File: config.mk
export PLATFORM = sky130hd
export DESIGN_NAME = cpu_run_controller
export DESIGN_NICKNAME = d
export VERILOG_FILES = /design/src/rtl/cpu_ctrl_pkg.sv /design/src/rtl/rf_dump_streamer.sv /design/src/rtl/cpu_run_controller.sv
export SDC_FILE = /design/constraint.sdc
export NUM_CORES = 1
export LEC_CHECK = 0
export ABC_AREA = 0
export BUFFER_PORTS_ARGS = -buffer_cell sky130_fd_sc_hd__buf_4
export CORE_MARGIN = 2
export CORE_UTILIZATION = 48
export CTS_BUF_LIST = sky130_fd_sc_hd__clkbuf_4 sky130_fd_sc_hd__clkbuf_8
export CTS_CLUSTER_SIZE = 28
export DETAILED_ROUTE_END_ITERATION = 10
export GPL_TIMING_DRIVEN = 0
export PLACE_DENSITY = 0.94
export RECOVER_POWER = 25
export SLEW_MARGIN = 25
export SYNTH_ARGS = -nofsm -noshare
export SYNTH_HDL_FRONTEND = slang
export SYNTH_SLANG_ARGS = --single-unit
File: constraint.sdc
create_clock -name clk -period 3.1 [get_ports clk]
set_clock_uncertainty 0.15 [all_clocks]
set_input_delay 0.31 -clock clk [delete_from_list [all_inputs] [get_ports clk]]
set_output_delay 0.31 -clock clk [all_outputs]
set_load 0.01 [all_outputs]
File: src/rtl/cpu_ctrl_pkg.sv
// Shared types and defaults for the CPU run controller.
package cpu_ctrl_pkg;
    localparam int WORD_W         = 32;
    localparam int RF_AW          = 5;
    localparam int DEF_INSTR_MAX  = 128;
    localparam int DEF_REG_MAX    = 32;
    localparam int DEF_MAX_CYCLES = 1024;

    typedef enum logic [2:0] {
        ST_IDLE,
        ST_LOAD,
        ST_RUN,
        ST_DUMP,
        ST_DONE
    } state_t;
endpackage

File: src/rtl/rf_dump_streamer.sv
// Walks the register file R0..R[REG_MAX-1] onto a valid/ready stream.
module rf_dump_streamer
    import cpu_ctrl_pkg::*;
#(
    parameter int REG_MAX = DEF_REG_MAX
) (
    input  logic              clk,
    input  logic              rst,
    input  logic              active,
    input  logic              dump_ready,
    input  logic [WORD_W-1:0] rf_rdata,
    output logic [RF_AW-1:0]  rf_raddr,
    output logic              dump_valid,
    output logic [WORD_W-1:0] dump_data,
    output logic              dump_last,
    output logic              last_xfer
);
    logic [RF_AW-1:0] idx;

    // Index parks at 0 outside DUMP so every dump starts from R0.
    always_ff @(posedge clk) begin
        if (rst || !active)
            idx <= '0;
        else if (dump_valid && dump_ready)
            idx <= idx + 1'b1;
    end

    // The RF is frozen (cpu_en low) during DUMP, so data stays stable under stall.
    assign rf_raddr   = idx;
    assign dump_valid = active;
    assign dump_data  = active ? rf_rdata : '0;
    assign dump_last  = active && (idx == RF_AW'(REG_MAX - 1));
    assign last_xfer  = dump_valid && dump_ready && dump_last;
endmodule

File: src/rtl/cpu_run_controller.sv
// Load program image, run the CPU from its own PC until program end, then dump registers.
module cpu_run_controller
    import cpu_ctrl_pkg::*;
#(
    parameter int INSTR_MAX  = DEF_INSTR_MAX,
    parameter int REG_MAX    = DEF_REG_MAX,
    parameter int MAX_CYCLES = DEF_MAX_CYCLES,
    localparam int IAW       = $clog2(INSTR_MAX),
    localparam int CW        = $clog2(MAX_CYCLES)
) (
    input  logic              clk,
    input  logic              rst,
    input  logic              start,
    input  logic              ld_valid,
    output logic              ld_ready,
    input  logic [7:0]        ld_data,
    output logic              im_we,
    output logic [IAW-1:0]    im_addr,
    output logic [7:0]        im_wdata,
    output logic [WORD_W-1:0] pc_out,
    input  logic [WORD_W-1:0] pc_next,
    output logic              cpu_en,
    output logic [RF_AW-1:0]  rf_raddr,
    input  logic [WORD_W-1:0] rf_rdata,
    output logic              dump_valid,
    input  logic              dump_ready,
    output logic [WORD_W-1:0] dump_data,
    output logic              dump_last,
    output logic              busy,
    output logic              done,
    output logic              timeout,
    output logic              misalign
);
    state_t         state, state_nx;
    logic [IAW-1:0] byte_cnt;
    logic [CW-1:0]  cyc_cnt;
    logic           last_xfer;
    logic           bad_pc, wd_hit, pc_end, run_exit, load_end;

    assign bad_pc   = pc_next[1:0] != 2'b00;
    assign wd_hit   = cyc_cnt == CW'(MAX_CYCLES - 1);
    // Unsigned compare also catches jumps past the end of the image.
    assign pc_end   = pc_out >= WORD_W'(INSTR_MAX - 4);
    assign run_exit = bad_pc || wd_hit || pc_end;
    assign load_end = ld_valid && (byte_cnt == IAW'(INSTR_MAX - 1));

    always_ff @(posedge clk) begin
        if (rst)
            state <= ST_IDLE;
        else
            state <= state_nx;
    end

    always_comb begin
        state_nx = state;
        case (state)
            ST_IDLE, ST_DONE: if (start)     state_nx = ST_LOAD;
            ST_LOAD:          if (load_end)  state_nx = ST_RUN;
            ST_RUN:           if (run_exit)  state_nx = ST_DUMP;
            ST_DUMP:          if (last_xfer) state_nx = ST_DONE;
            default:                         state_nx = ST_IDLE;
        endcase
    end

    always_ff @(posedge clk) begin
        if (rst) begin
            byte_cnt <= '0;
            pc_out   <= '0;
            cyc_cnt  <= '0;
            timeout  <= 1'b0;
            misalign <= 1'b0;
        end else begin
            case (state)
                ST_IDLE, ST_DONE: begin
                    if (start) begin
                        byte_cnt <= '0;
                        pc_out   <= '0;
                        cyc_cnt  <= '0;
                        timeout  <= 1'b0;
                        misalign <= 1'b0;
                    end
                end
                ST_LOAD: begin
                    if (ld_valid) byte_cnt <= byte_cnt + 1'b1;
                    if (load_end) pc_out <= '0;
                end
                ST_RUN: begin
                    // The instruction at pc_out executes this edge regardless of exit cause.
                    cyc_cnt <= cyc_cnt + 1'b1;
                    if (bad_pc)    misalign <= 1'b1;
                    if (wd_hit)    timeout  <= 1'b1;
                    if (!run_exit) pc_out   <= pc_next;
                end
                default: ;
            endcase
        end
    end

    assign ld_ready = state == ST_LOAD;
    assign im_we    = ld_ready && ld_valid;
    assign im_addr  = byte_cnt;
    assign im_wdata = ld_ready ? ld_data : 8'h00;
    assign cpu_en   = state == ST_RUN;
    assign busy     = (state == ST_LOAD) || (state == ST_RUN) || (state == ST_DUMP);
    assign done     = state == ST_DONE;

    rf_dump_streamer #(
        .REG_MAX (REG_MAX)
    ) u_dump (
        .clk        (clk),
        .rst        (rst),
        .active     (state == ST_DUMP),
        .dump_ready (dump_ready),
        .rf_rdata   (rf_rdata),
        .rf_raddr   (rf_raddr),
        .dump_valid (dump_valid),
        .dump_data  (dump_data),
        .dump_last  (dump_last),
        .last_xfer  (last_xfer)
    );
endmodule

==> summary.txt <==
Detailed routing
  – Detailed-router iteration count before antenna repair: 5
  – Total number of vias: 2962
  – Number of routed nets with antenna violations: 0
  – Total length of routed wires: 9020 um
  – Via/cell ratio: 5.42
  – DRC marker count from the first detailed-route iteration: 160
  – WL/cell: 16.5 um
  – Number of design rule violations left after detail routing: 0

Pwr
  – Internal: 1.67 mW
  – Part of the power in the clock network: 35.9%
  – Power spent charging and discharging nets: 0.735 mW
  – Proportion of power drawn by combinational gates: 29.9%
  – Sequential share of power: 34.2%
  – Max VDD drop: 0.356 mV
  – Fraction of power spent switching nets: 30.5%
  – Power density cells: 578 nW/um2
  – Total leakage power: 1.89 nW

Clocking
  – H-tree Lvls: 3
  – Post_cts resized: 0
  – Clock latency at the later pin of the worst-skew pair: 340 ps
  – Number of CTS-inserted buffers: 9
  – Clock tree from TritonCTS: yes
  – Post-CTS Hold Buffers: 0
  – Clock slew at reported path FFs: 70 ps
  – Post-CTS Setup Repair Bufs: 0
  – Master cell of the clock root buffer: sky130_fd_sc_hd__clkbuf_8
  – Num Clock Sinks: 59
  – Maximum buffer depth of the clock tree: 2

Timing
  – Final setup violation count: 0
  – Clock period minus final worst setup slack: 2470 ps
  – Setup Total Neg Slack: 0 ps
  – Worst max-slew margin expressed relative to the limit: 66.4%
  – Timing-limited maximum frequency: 0.406 GHz
  – Least-Margin Pin Slew: 503 ps
  – Post-route fraction of the period consumed by the critical path: 79.5%
  – Final count of hold timing violations: 0
  – Final-layout worst hold slack: 25.6 ps
  – Unrepaired setup endpoints after global routing: false
  – Total count of max-transition violations in the final report: 0

GRT
  – Tot GR Track Use: 28.5%
  – Overall overflow remaining after global route: 0
  – First-pass GRT wire length: 13900 um
  – Largest net degree at the start of global routing: 11
  – Number of global-route vias before repair: 2933
  – Initial antenna violation count: 0

Outcome
  – Status: complete, no violations

Placed design
  – Detailed-placement wirelength estimate: 6850 um
  – Routability-driven placement congestion ratio: 0.858
  – Count of input and output buffers: 167

Cells and area
  – Synth-to-Final Area Change: 53.6%
  – Antenna Diode Count: 0
  – Fraction of layout instances using a drive strength above 1: 34.2%
  – Area of the multi-input gates: 1430 um2
  – Register area: 1180 um2
  – Number of nets at the end of the flow: 550
  – Number of fill cells: 405

Logic synthesis
  – Top_reg_cell synth: sky130_fd_sc_hd__dfxtp_1
  – Synth Area per Inst: 9.32 um2
  – Area of the mapped netlist: 2710 um2
  – Area fraction of the dominant cell type after synthesis: 43.5%
  – Number of enable-type register cells in the synthesized netlist: 0
  – Cell accounting for the most synthesized area: sky130_fd_sc_hd__dfxtp_1
  – Share of flip-flops with an asynchronous set or reset: 0%
  – Top-count cell post-synth: sky130_fd_sc_hd__dfxtp_1
  – Flip-flop and latch count after synthesis: 59
  – Post-synthesis instance total: 291
  – Total number of yosys warnings: 0
  – Yosys cell types: 44
  – Main area contributors after synthesis: sky130_fd_sc_hd__dfxtp_1, sky130_fd_sc_hd__and2_1, sky130_fd_sc_hd__a22o_1
  – Sequential cell area fraction in the yosys report: 43.5%
  – Net count of the mapped netlist: 372
  – Most numerous cell types in the synthesized netlist: sky130_fd_sc_hd__dfxtp_1, sky130_fd_sc_hd__and2_1, sky130_fd_sc_hd__a22o_1, sky130_fd_sc_hd__nor2_1, sky130_fd_sc_hd__nor3_1

Floorplan
  – Starting Density: 49.6%
  – Die height: 79.2 um
  – Floorplan Core Area: 5470 um2
  – Width of the die: 79.2 um
  – DIE AREA: 6270 um2
  – Standard-cell rows: 27
  – I/O pins: 170

Worst setup path
  – Cell family contributing the most delay on the critical path: buffers and inverters
  – Type of the worst setup path: register to primary output
  – Critical Path RT: 2640 ps
  – Arr. time, crit path: 2010 ps
  – Cells along the critical path: buf_4 > nand3_1 > inv_1 > clkbuf_1 > and2_1 > buf_4
  – Worst path slowest cell: sky130_fd_sc_hd__dfxtp_1
  – Endpoint type of the worst setup path: primary output
  – R2R setup slack: 940 ps
  – Category of the worst setup path launch point: register
  – Crit path largest cell delay: 340 ps
  – Maximum fanout encountered on the critical timing path: 10
  – Worst Path Buf+Inv: 4
  – CP most frequent cell: sky130_fd_sc_hd__buf_4

Worst hold path
  – HP Class: input port to register

Run
  – Max capacitance violation total: 0
-- cells in the final DEF (no fill, tap or decap), drive strengths merged, types with 2 or more instances in the layout --
cell type,Yosys,final
o21ai,9,9
clkinv,0,2
xor2,5,5
buf,8,139
dfxtp,59,59
ha,4,4
nand3,10,10
and3b,2,2
a211oi,4,4
nor2,16,16
and4,2,2
o21a,4,4
nand3b,4,4
nor3,13,13
and3,4,4
nand2,7,7
mux2i,3,3
nor4,7,7
nor3b,2,2
bufinv,0,3
inv,3,3
nor2b,5,5
a21oi,14,14
nand2b,3,3
nand4,8,8
a22o,30,30
clkbuf,10,57
and2,44,44
or3,2,2
o31a,2,2
-- layer usage --
metal | GRT usage [%] | share of wire [%]
met5 | 0 | 0
met4 | 13.1 | 2.8
met3 | 9.09 | 9.2
met2 | 52.3 | 52
met1 | 29.2 | 36
-- path summary, 6_finish.rpt --
path / startpoint / to / depth (start not counted)
min reg2reg: timeout / timeout / 2
max: state[0] / dump_data[16] / 6
min: pc_next[22] / pc_out[22] / 2
max reg2reg: im_addr[0] / state[2] / 6
-- registers in the layout (all words and copies together) (netlist names) --
signal / cells
pc_out: 32
cyc_cnt: 10
im_addr: 7
u_dump.rf_raddr: 5
state: 3
misalign: 1
timeout: 1
-- cell families after synthesis --
group,count (synthesis),share of synthesized area (%)
simple gates,131,29.2
compound gates,67,18.5
flops,59,43.5
buf+inv,21,3.87
xor+xnor,6,1.94
fa+ha+maj,4,1.85
mux,3,1.11
-- power groups by stage --
stage	Clock [mW]	Combinational, mW	Sequential (mW)
after floorplan	0	0.410	0.839
after global placement	0	0.700	0.837
after detailed placement	0	0.721	0.839
after CTS	0.862	0.728	0.822
after global routing	0.895	0.773	0.827
final	0.865	0.721	0.823
-- cell type report --
cell class | count | share of cell area [%]
clock inverters | 5 | 2.40
flip-flops and latches | 59 | 28.3
well taps | 72 | 2.16
plain buffers | 18 | 2.25
repair buffers | 167 | 26.8
inverters | 3 | 0.270
clock buffers | 11 | 3.48
multi-input cells | 211 | 34.2
-- per-stage QoR --
step | setup WS, ps | util (%) | area (um2) | power, mW | std cells
detailed placement | 1000 | 74.1 | 4060 | 1.56 | 530
global placement | 1050 | 74.1 | 4060 | 1.54 | 530
finish | 634 | 76.1 | 4170 | 2.41 | 546
global route | 457 | 76.1 | 4170 | 2.49 | 546
CTS | 632 | 78.6 | 4300 | 2.41 | 546
floorplan | 1230 | - | 2710 | 1.25 | 291
(Power assumes the default switching activity.)
